[config.mk]
export PLATFORM = sky130hd
export DESIGN_NAME = rom_load_arbiter
export DESIGN_NICKNAME = d
export VERILOG_FILES = /design/src/rtl/hack_soc_pkg.sv /design/src/rtl/rr_arbiter.sv /design/src/rtl/rom_load_arbiter.sv
export SDC_FILE = /design/constraint.sdc
export NUM_CORES = 1
export LEC_CHECK = 0
export ABC_AREA = 1
export CORE_MARGIN = 3
export CORE_UTILIZATION = 40
export CTS_CLUSTER_SIZE = 20
export DETAILED_ROUTE_END_ITERATION = 8
export MAX_ROUTING_LAYER = met4
export PLACE_DENSITY = 0.71
export SLEW_MARGIN = 20
export SYNTH_ARGS = -nofsm -noshare
export SYNTH_HDL_FRONTEND = slang
export SYNTH_SLANG_ARGS = --single-unit
[constraint.sdc]
create_clock -name clk -period 4.5 [get_ports clk]
set_clock_uncertainty 0.2 [all_clocks]
set_input_delay 0.45 -clock clk [delete_from_list [all_inputs] [get_ports clk]]
set_output_delay 0.45 -clock clk [all_outputs]
set_load 0.01 [all_outputs]
[src/rtl/hack_soc_pkg.sv]
// Shared definitions for the Hack SoC blocks.
//   ROM_DATA_WIDTH : default ROM word width
//   STATE_*        : encoding of the ROM-load arbiter session FSM
//   arb_state_t    : typed view of that encoding
package hack_soc_pkg;

  localparam int ROM_DATA_WIDTH = 16;

  localparam logic [1:0] STATE_IDLE    = 2'd0;
  localparam logic [1:0] STATE_GRANT   = 2'd1;
  localparam logic [1:0] STATE_ACTIVE  = 2'd2;
  localparam logic [1:0] STATE_RELEASE = 2'd3;

  typedef enum logic [1:0] {
    ST_IDLE    = STATE_IDLE,
    ST_GRANT   = STATE_GRANT,
    ST_ACTIVE  = STATE_ACTIVE,
    ST_RELEASE = STATE_RELEASE
  } arb_state_t;

endpackage

[src/rtl/rr_arbiter.sv]
// Combinational round-robin pick.
//   req   : request bits, one per master
//   ptr   : one-hot position of the highest-priority master
//   grant : one-hot winner (first set req at or after ptr, wrapping); zero if no req
//   valid : any request present
module rr_arbiter #(
  parameter int NUM_REQ = 2
) (
  input  logic [NUM_REQ-1:0] req,
  input  logic [NUM_REQ-1:0] ptr,
  output logic [NUM_REQ-1:0] grant,
  output logic               valid
);

  logic [NUM_REQ-1:0] upper_mask;
  logic [NUM_REQ-1:0] masked;
  logic [NUM_REQ-1:0] pick;

  // With a one-hot ptr, ~(ptr - 1) selects ptr's bit and every bit above it.
  assign upper_mask = ~(ptr - NUM_REQ'(1));
  assign masked     = req & upper_mask;
  // Nothing at or above ptr means the search wraps to the lowest request.
  assign pick       = (|masked) ? masked : req;
  // Keep only the lowest set bit of pick.
  assign grant      = pick & (~pick + NUM_REQ'(1));
  assign valid      = |req;

endmodule

[src/rtl/rom_load_arbiter.sv]
// Shares the single ROM-loader port among NUM_REQ loader masters. Whole load
// sessions are granted round-robin; the granted master's reset/load/data are
// forwarded to the loader one cycle late, and ack/load_received go back to that
// master only. The Hack CPU is held in reset while any session runs.
//   clk, reset                 : clock, synchronous active-high reset
//   req, done                  : per-master session request / session complete
//   grant                      : one-hot session ownership, zero when idle
//   m_rom_loader_reset/load/data : per-master loader controls
//   m_rom_loader_ack, m_load_received : loader responses routed to the owner
//   rom_loader_reset/load/data : to the ROM loader
//   rom_loader_ack, rom_loader_load_received : from the ROM loader
//   cpu_reset_hold             : keeps the CPU in reset
//   busy                       : a session is in progress
//   timeout                    : sticky, last session aborted for inactivity
module rom_load_arbiter
  import hack_soc_pkg::*;
#(
  parameter int NUM_REQ        = 2,
  parameter int DATA_WIDTH     = ROM_DATA_WIDTH,
  parameter int TIMEOUT_CYCLES = 65535,
  parameter int HOLD_CYCLES    = 4
) (
  input  logic                          clk,
  input  logic                          reset,
  input  logic [NUM_REQ-1:0]            req,
  input  logic [NUM_REQ-1:0]            done,
  output logic [NUM_REQ-1:0]            grant,
  input  logic [NUM_REQ-1:0]            m_rom_loader_reset,
  input  logic [NUM_REQ-1:0]            m_rom_loader_load,
  input  logic [NUM_REQ*DATA_WIDTH-1:0] m_rom_loader_data,
  output logic [NUM_REQ-1:0]            m_rom_loader_ack,
  output logic [NUM_REQ-1:0]            m_load_received,
  output logic                          rom_loader_reset,
  output logic                          rom_loader_load,
  output logic [DATA_WIDTH-1:0]         rom_loader_data,
  input  logic                          rom_loader_ack,
  input  logic                          rom_loader_load_received,
  output logic                          cpu_reset_hold,
  output logic                          busy,
  output logic                          timeout
);

  localparam int IDLE_W = $clog2(TIMEOUT_CYCLES + 1);
  localparam int HOLD_W = $clog2(HOLD_CYCLES + 1);
  localparam logic [IDLE_W-1:0] IDLE_LAST = IDLE_W'(TIMEOUT_CYCLES - 1);
  localparam logic [HOLD_W-1:0] HOLD_INIT = HOLD_W'(HOLD_CYCLES);

  arb_state_t              state_reg, state_next;
  logic [NUM_REQ-1:0]      grant_reg, grant_next;
  // One-hot round-robin pointer; bit 0 set means master 0 has top priority.
  logic [NUM_REQ-1:0]      rr_ptr_reg, rr_ptr_next;
  logic                    timeout_reg, timeout_next;
  logic [IDLE_W-1:0]       idle_cnt_reg, idle_cnt_next;
  logic [HOLD_W-1:0]       hold_cnt_reg, hold_cnt_next;
  logic                    ld_reset_reg, ld_reset_next;
  logic                    ld_load_reg, ld_load_next;
  logic [DATA_WIDTH-1:0]   ld_data_reg, ld_data_next;
  logic [NUM_REQ-1:0]      m_ack_reg, m_ack_next;
  logic [NUM_REQ-1:0]      m_lr_reg, m_lr_next;
  logic                    cpu_hold_reg, cpu_hold_next;
  logic                    busy_reg, busy_next;

  logic [NUM_REQ-1:0]      arb_grant;
  logic                    arb_valid;
  logic                    sel_reset, sel_load, sel_done, sel_req;
  logic [DATA_WIDTH-1:0]   sel_data;
  logic                    idle_expired;

  rr_arbiter #(
    .NUM_REQ (NUM_REQ)
  ) u_rr_arbiter (
    .req   (req),
    .ptr   (rr_ptr_reg),
    .grant (arb_grant),
    .valid (arb_valid)
  );

  // AND-OR mux driven by the registered one-hot grant.
  assign sel_reset = |(grant_reg & m_rom_loader_reset);
  assign sel_load  = |(grant_reg & m_rom_loader_load);
  assign sel_done  = |(grant_reg & done);
  assign sel_req   = |(grant_reg & req);

  for (genvar gb = 0; gb < DATA_WIDTH; gb++) begin : g_data_bit
    logic [NUM_REQ-1:0] column;
    for (genvar gi = 0; gi < NUM_REQ; gi++) begin : g_src
      assign column[gi] = m_rom_loader_data[gi*DATA_WIDTH + gb];
    end
    assign sel_data[gb] = |(column & grant_reg);
  end

  assign idle_expired = (idle_cnt_reg == IDLE_LAST);

  always_comb begin
    state_next    = state_reg;
    grant_next    = grant_reg;
    rr_ptr_next   = rr_ptr_reg;
    timeout_next  = timeout_reg;
    idle_cnt_next = '0;
    hold_cnt_next = (hold_cnt_reg != '0) ? hold_cnt_reg - HOLD_W'(1) : '0;
    ld_reset_next = 1'b0;
    ld_load_next  = 1'b0;
    ld_data_next  = '0;
    m_ack_next    = '0;
    m_lr_next     = '0;

    case (state_reg)
      ST_IDLE: begin
        if (arb_valid) begin
          state_next   = ST_GRANT;
          grant_next   = arb_grant;
          timeout_next = 1'b0;
        end
      end
      ST_GRANT: begin
        // Settle cycle: loader outputs stay at their zero defaults.
        state_next = ST_ACTIVE;
      end
      ST_ACTIVE: begin
        if (sel_done || !sel_req || idle_expired) begin
          // Loader outputs drop in the same edge that enters RELEASE.
          state_next    = ST_RELEASE;
          grant_next    = '0;
          rr_ptr_next   = {grant_reg[NUM_REQ-2:0], grant_reg[NUM_REQ-1]};
          hold_cnt_next = HOLD_INIT;
          if (idle_expired) begin
            timeout_next = 1'b1;
          end
        end else begin
          ld_reset_next = sel_reset;
          ld_load_next  = sel_load;
          ld_data_next  = sel_data;
          m_ack_next    = grant_reg & {NUM_REQ{rom_loader_ack}};
          m_lr_next     = grant_reg & {NUM_REQ{rom_loader_load_received}};
          if (rom_loader_load_received || ld_reset_reg) begin
            idle_cnt_next = '0;
          end else if (idle_cnt_reg != '1) begin
            idle_cnt_next = idle_cnt_reg + IDLE_W'(1);
          end else begin
            idle_cnt_next = idle_cnt_reg;
          end
        end
      end
      ST_RELEASE: begin
        if (hold_cnt_reg == '0 && rom_loader_ack) begin
          state_next = ST_IDLE;
        end
      end
      default: state_next = ST_IDLE;
    endcase

    busy_next     = (state_next != ST_IDLE);
    cpu_hold_next = (state_next != ST_IDLE) || (hold_cnt_next != '0);
  end

  always_ff @(posedge clk) begin
    if (reset) begin
      state_reg    <= ST_IDLE;
      grant_reg    <= '0;
      rr_ptr_reg   <= NUM_REQ'(1);
      timeout_reg  <= 1'b0;
      idle_cnt_reg <= '0;
      hold_cnt_reg <= HOLD_INIT;
      ld_reset_reg <= 1'b0;
      ld_load_reg  <= 1'b0;
      ld_data_reg  <= '0;
      m_ack_reg    <= '0;
      m_lr_reg     <= '0;
      cpu_hold_reg <= 1'b1;
      busy_reg     <= 1'b0;
    end else begin
      state_reg    <= state_next;
      grant_reg    <= grant_next;
      rr_ptr_reg   <= rr_ptr_next;
      timeout_reg  <= timeout_next;
      idle_cnt_reg <= idle_cnt_next;
      hold_cnt_reg <= hold_cnt_next;
      ld_reset_reg <= ld_reset_next;
      ld_load_reg  <= ld_load_next;
      ld_data_reg  <= ld_data_next;
      m_ack_reg    <= m_ack_next;
      m_lr_reg     <= m_lr_next;
      cpu_hold_reg <= cpu_hold_next;
      busy_reg     <= busy_next;
    end
  end

  assign grant            = grant_reg;
  assign m_rom_loader_ack = m_ack_reg;
  assign m_load_received  = m_lr_reg;
  assign rom_loader_reset = ld_reset_reg;
  assign rom_loader_load  = ld_load_reg;
  assign rom_loader_data  = ld_data_reg;
  assign cpu_reset_hold   = cpu_hold_reg;
  assign busy             = busy_reg;
  assign timeout          = timeout_reg;

endmodule
# After elaboration in Yosys (flattened, before gate mapping)
# Index checks and enable logic that the tools add are counted.
[totals]
elab_cells = 106
input_bits = 44
register_bits = 50
[op_classes]
add_sub_neg = 4
n_eq_ne = 8
n_bitwise = 27
n_reduce_logical = 39
muxes = 15
[ops]
columns = ["cell", "count"]
rows = [
  ["AND 2 bit", 24],
  ["OR reduction 2 bit", 22],
  ["adder 16 x 1 -> 16 bit, second input constant", 1],
  ["== test 16 bit, second input constant", 1],
  ["!= test 16 bit, second input constant", 1],
  ["2-to-1 mux 2 bit", 6],
  ["2-to-1 mux 3 bit", 3],
  ["one-hot mux 2 bit (4 select lines)", 1],
  ["!= test 2 bit, second input constant", 3],
  ["nonzero test 3 bit", 2],
  ["== test 2 bit, second input constant", 2],
  ["logical OR 1 bit", 4],
  ["inverter 2 bit", 2],
  ["one-hot mux 2 bit (2 select lines)", 1],
  ["AND reduction 4 bit", 1],
  ["nonzero test 2 bit", 2],
  ["OR reduction 4 bit", 1],
  ["zero test 3 bit", 1],
  ["2-to-1 mux 1 bit", 3],
  ["AND reduction 3 bit", 1],
  ["OR reduction 3 bit", 1],
  ["subtractor 3 x 1 -> 3 bit, second input constant", 1],
  ["adder 2 x 1 -> 2 bit, second input constant", 1],
  ["== test 2 x 1 -> 1 bit, second input constant", 1],
  ["7 further kinds", 7],
]

# Logic depth before layout (Yosys ltp)
[logic_depth]
word_depth = 10
depth_mapped = 12
depth_no_buf = 11

# By module
# A second synthesis with hierarchy kept.
[hier_totals]
cells_unflattened = 302
area_unflattened_um2 = 2234.6
[by_module_without_submodules]
columns = ["mod", "instances", "area_each_um2", "seq_area_each_um2", "cells_each"]
rows = [
  ["rom_load_arbiter", 1, 2195.9, 1001.0, 295],
  ["rr_arbiter", 1, 38.8, 0.0, 7],
]

# Worst setup path after synthesis
# OpenSTA, ideal clock, no wires.
[synth_timing]
kind = "register -> register"
start = "register idle_cnt_reg[0]"
end = "register ld_data_reg[10], in the netlist rom_loader_data[10]"
path_slack_ps = 2866
stages_incl_launch_ff = 13
arrival_time_ps = 1376
cell_sequence = "dfxtp_1 > inv_1 > ha_1 > inv_1 > nor2_2 > nand2_1 > nor2_4 > inv_2 > nand3_4 > nor2_8 > buf_6 > nand2_1 > nand2_1"
[synth_between]
elab_chain_cells = 3
[synth_rtl]
columns = ["item", "line", "text"]
rows = [
  ["from (decl)", "rom_load_arbiter.sv:53", "logic [IDLE_W-1:0] idle_cnt_reg, idle_cnt_next;"],
  ["from (signal assigned)", "rom_load_arbiter.sv:176", "idle_cnt_reg <= idle_cnt_next;"],
  ["== test 16 bit", "rom_load_arbiter.sv:92", "assign idle_expired = (idle_cnt_reg == IDLE_LAST);"],
  ["logical OR 1 bit", "rom_load_arbiter.sv:120", "if (sel_done || !sel_req || idle_expired) begin"],
  ["OR reduction 3 bit (no source line)", "n/a", ""],
  ["to (signal assigned)", "rom_load_arbiter.sv:180", "ld_data_reg <= ld_data_next;"],
  ["to (decl)", "rom_load_arbiter.sv:57", "logic [DATA_WIDTH-1:0] ld_data_reg, ld_data_next;"],
]
# Every way passes these cells.
# A chain may end at the register's enable or synchronous reset.

# Worst setup path in the final report
[layout_timing]
start = "register grant_reg[0], in the netlist grant[0]"
end = "output port grant[0]"
[layout_rtl]
columns = ["item", "line", "text"]
rows = [
  ["from (decl)", "rom_load_arbiter.sv:49", "logic [NUM_REQ-1:0] grant_reg, grant_next;"],
  ["from (signal assigned)", "rom_load_arbiter.sv:173", "grant_reg <= grant_next;"],
  ["to (decl)", "rom_load_arbiter.sv:27", "output logic [NUM_REQ-1:0] grant,"],
]
# No word-level cell between the ends.

==> results.cfg <==
[run_status]
outcome = completed

[yosys]
ys_ff_latch = 50
async_flop_share_pct = 0
synthesis.area_um2 = 2250
syn_area_per_cell_um2 = 7.24
yosysMostFrequentCell = nand2_1
netlist_instances = 310
synth_common_cells = nand2_1, dfxtp_1, nor2_1, inv_1, nand3_1
yosys_warnings = 0
synth.distinct_cells = 27
ys.flop_type = dfxtp_1
synth_area_leader_cell = dfxtp_1
synthTopCellsByArea = dfxtp_1, nand2_1, nor2_1
ys_seq_area_share_pct = 44.6
synth_edf_count = 0
syn_nets = 358
synth_top_cell_area_share_pct = 44.6

[sta]
fin_setup_tns_ps = 0
tightest_slew_ps = 323
fmax_ghz = 0.508
whs_ps = 287
setup_viol = 0
finalHoldViolations = 0
final.period_utilization_pct = 43.8
finalCriticalPeriod_ps = 1970
drv_slew = 0
relSlewSlack_pct = 78.4
layout_setup_ws_ps = 2530
rsz0062_at_grt = no

[floorplan]
boundaryPins = 71
start_util_pct = 42.6
die_h_um = 80.9
die_w_um = 80.9
core_area_um2 = 5270
dieArea_um2 = 6550
rows = 26

[worst_setup_path]
crit_fanout = 6
cp.required_ps = 3850
worst-path-buf-inv = 1
critical_path_class = reg2out
cp-end-kind = primary output
cp_data_arrival_time_ps = 1320
crit_slowest_cell = clkdlybuf4s50_1
setup.worst_path.start_class = flip-flop
max_stage_delay_ps = 580
cp_top_family = buffers and inverters
path_cells = clkdlybuf4s50_1

[cts]
cts_tree = done
cts.sinks = 50
clk_path_buf_depth = 2
htreeDepth = 2
insertion_delay_ps = 300
ctsHoldBuffers = 0
cts_resized = 0
cts.clk_slew.worst_paths_ps = 90
cts-root-buf = clkbuf_8
cts_buffers = 5
postCtsSetupBuffers = 0

[place]
place_inst = 448
portBuffers = 70
hpwl_um = 3850
post-place-ws_ps = 2310
gp_congestion = 0.813
placed_cell_area_um2 = 3010

[cells_and_area]
layoutNonFillerInstCount = 456
nNetsFinal = 433
final_core_util_pct = 58.9
area_growth_pct = 38.2
layout-drive-gt1-share_pct = 8.55
diodes = 0
post-route-cell-area_um2 = 3100

[power_and_ir_drop]
cellPowerDensity_nw_per_um2 = 285
pwr-share-comb_pct = 16.2
internal-power_mw = 0.660
p_clk_share_pct = 30.1
peakVddDrop_mv = 0.160
p_sw_share_pct = 25.3
p_leak_nw = 1.37
p_total_mw = 0.884
seqPwrFrac_pct = 53.7
p_switching_mw = 0.224

[global_route]
grt.busiest_layer = met2
globalRouteMet3Util_pct = 6.65
antenna_found_initial = 0
grt_pass1_vias = 1823
grtUsageMet2_pct = 24.8
grt_max_degree = 20
use_met1_pct = 19.3
grt_first_pass_wirelength_um = 7890
grt_usage_pct = 16.1
gr-total-overflow = 0

[detailed_routing]
drtAntennaViolNets = 0
wire_per_inst_um = 10.5
drc = 0
drtPass1Iterations = 4
drt_wl_total_um = 4800
drtIter0Drc = 133
avgViaCountPerCell = 4.39
vias = 2000

[worst_hold_path]
hold_path_class = reg2reg

[run]
drv_cap = 0
final cells by class:
type / count / area [um2]
Clock buffer: 7 / 86.3
Inverter: 41 / 156
Multi-Input combinational cell: 217 / 1070
Sequential cell: 50 / 1000
Clock inverter: 1 / 5.00
Timing Repair Buffer: 70 / 701
Tap cell: 70 / 87.6
Fill cell: 541 / 2170
layout by cell type (no fill, tap or decap), types with 5 or more instances in the layout:
cell             Yosys  layout
nor2_4               6       6
nand3_1             11      11
nor2_1              49      49
clkbuf_8             0       6
inv_1               37      37
clkdlybuf4s50_1      0      70
o21ai_0              5       5
nand2_2              5       5
a21oi_1             10      10
dfxtp_1             50      50
nand2_1             99      99
nor2_2               5       5
worst paths after layout:
| path | start | end | slack [ps] | depth (start not counted) |
|---|---|---|---|---|
| worst max-delay path | grant[0] | grant[0] | 2530 | 1 |
| worst min-delay path | rr_ptr_reg[0] | rr_ptr_reg[0] | 290 | 2 |
| worst max register to register | idle_cnt_reg[0] | idle_cnt_reg[0] | 2620 | 11 |
| worst min register to register | rr_ptr_reg[0] | rr_ptr_reg[0] | 290 | 2 |
power by group through the flow:
stage               logic, mW  clock network (mW)  registers (mW)
CTS                     0.145               0.275           0.475
global route            0.161               0.296           0.478
finish                  0.143               0.266           0.475
global placement        0.142                   0           0.485
floorplan              0.0738                   0           0.486
detailed placement      0.144                   0           0.486
cell families after synthesis:
group                    count (synthesis)  synth area share [%]
AO/OA/AOI/OAI                           18                  4.62
XOR/XNOR                                 6                  2.34
adder cells (fa/ha/maj)                  4                  2.23
buffers and inverters                   43                  7.97
flip-flops                              50                  44.6
AND/OR/NAND/NOR                        189                  38.3
routing by layer:
metal,routed length (um),up-vias
met4,50,0
met3,410,5
met5,0,-
li1,-,1091
met1,2220,841
met2,2120,63
(Power assumes the default switching activity.)
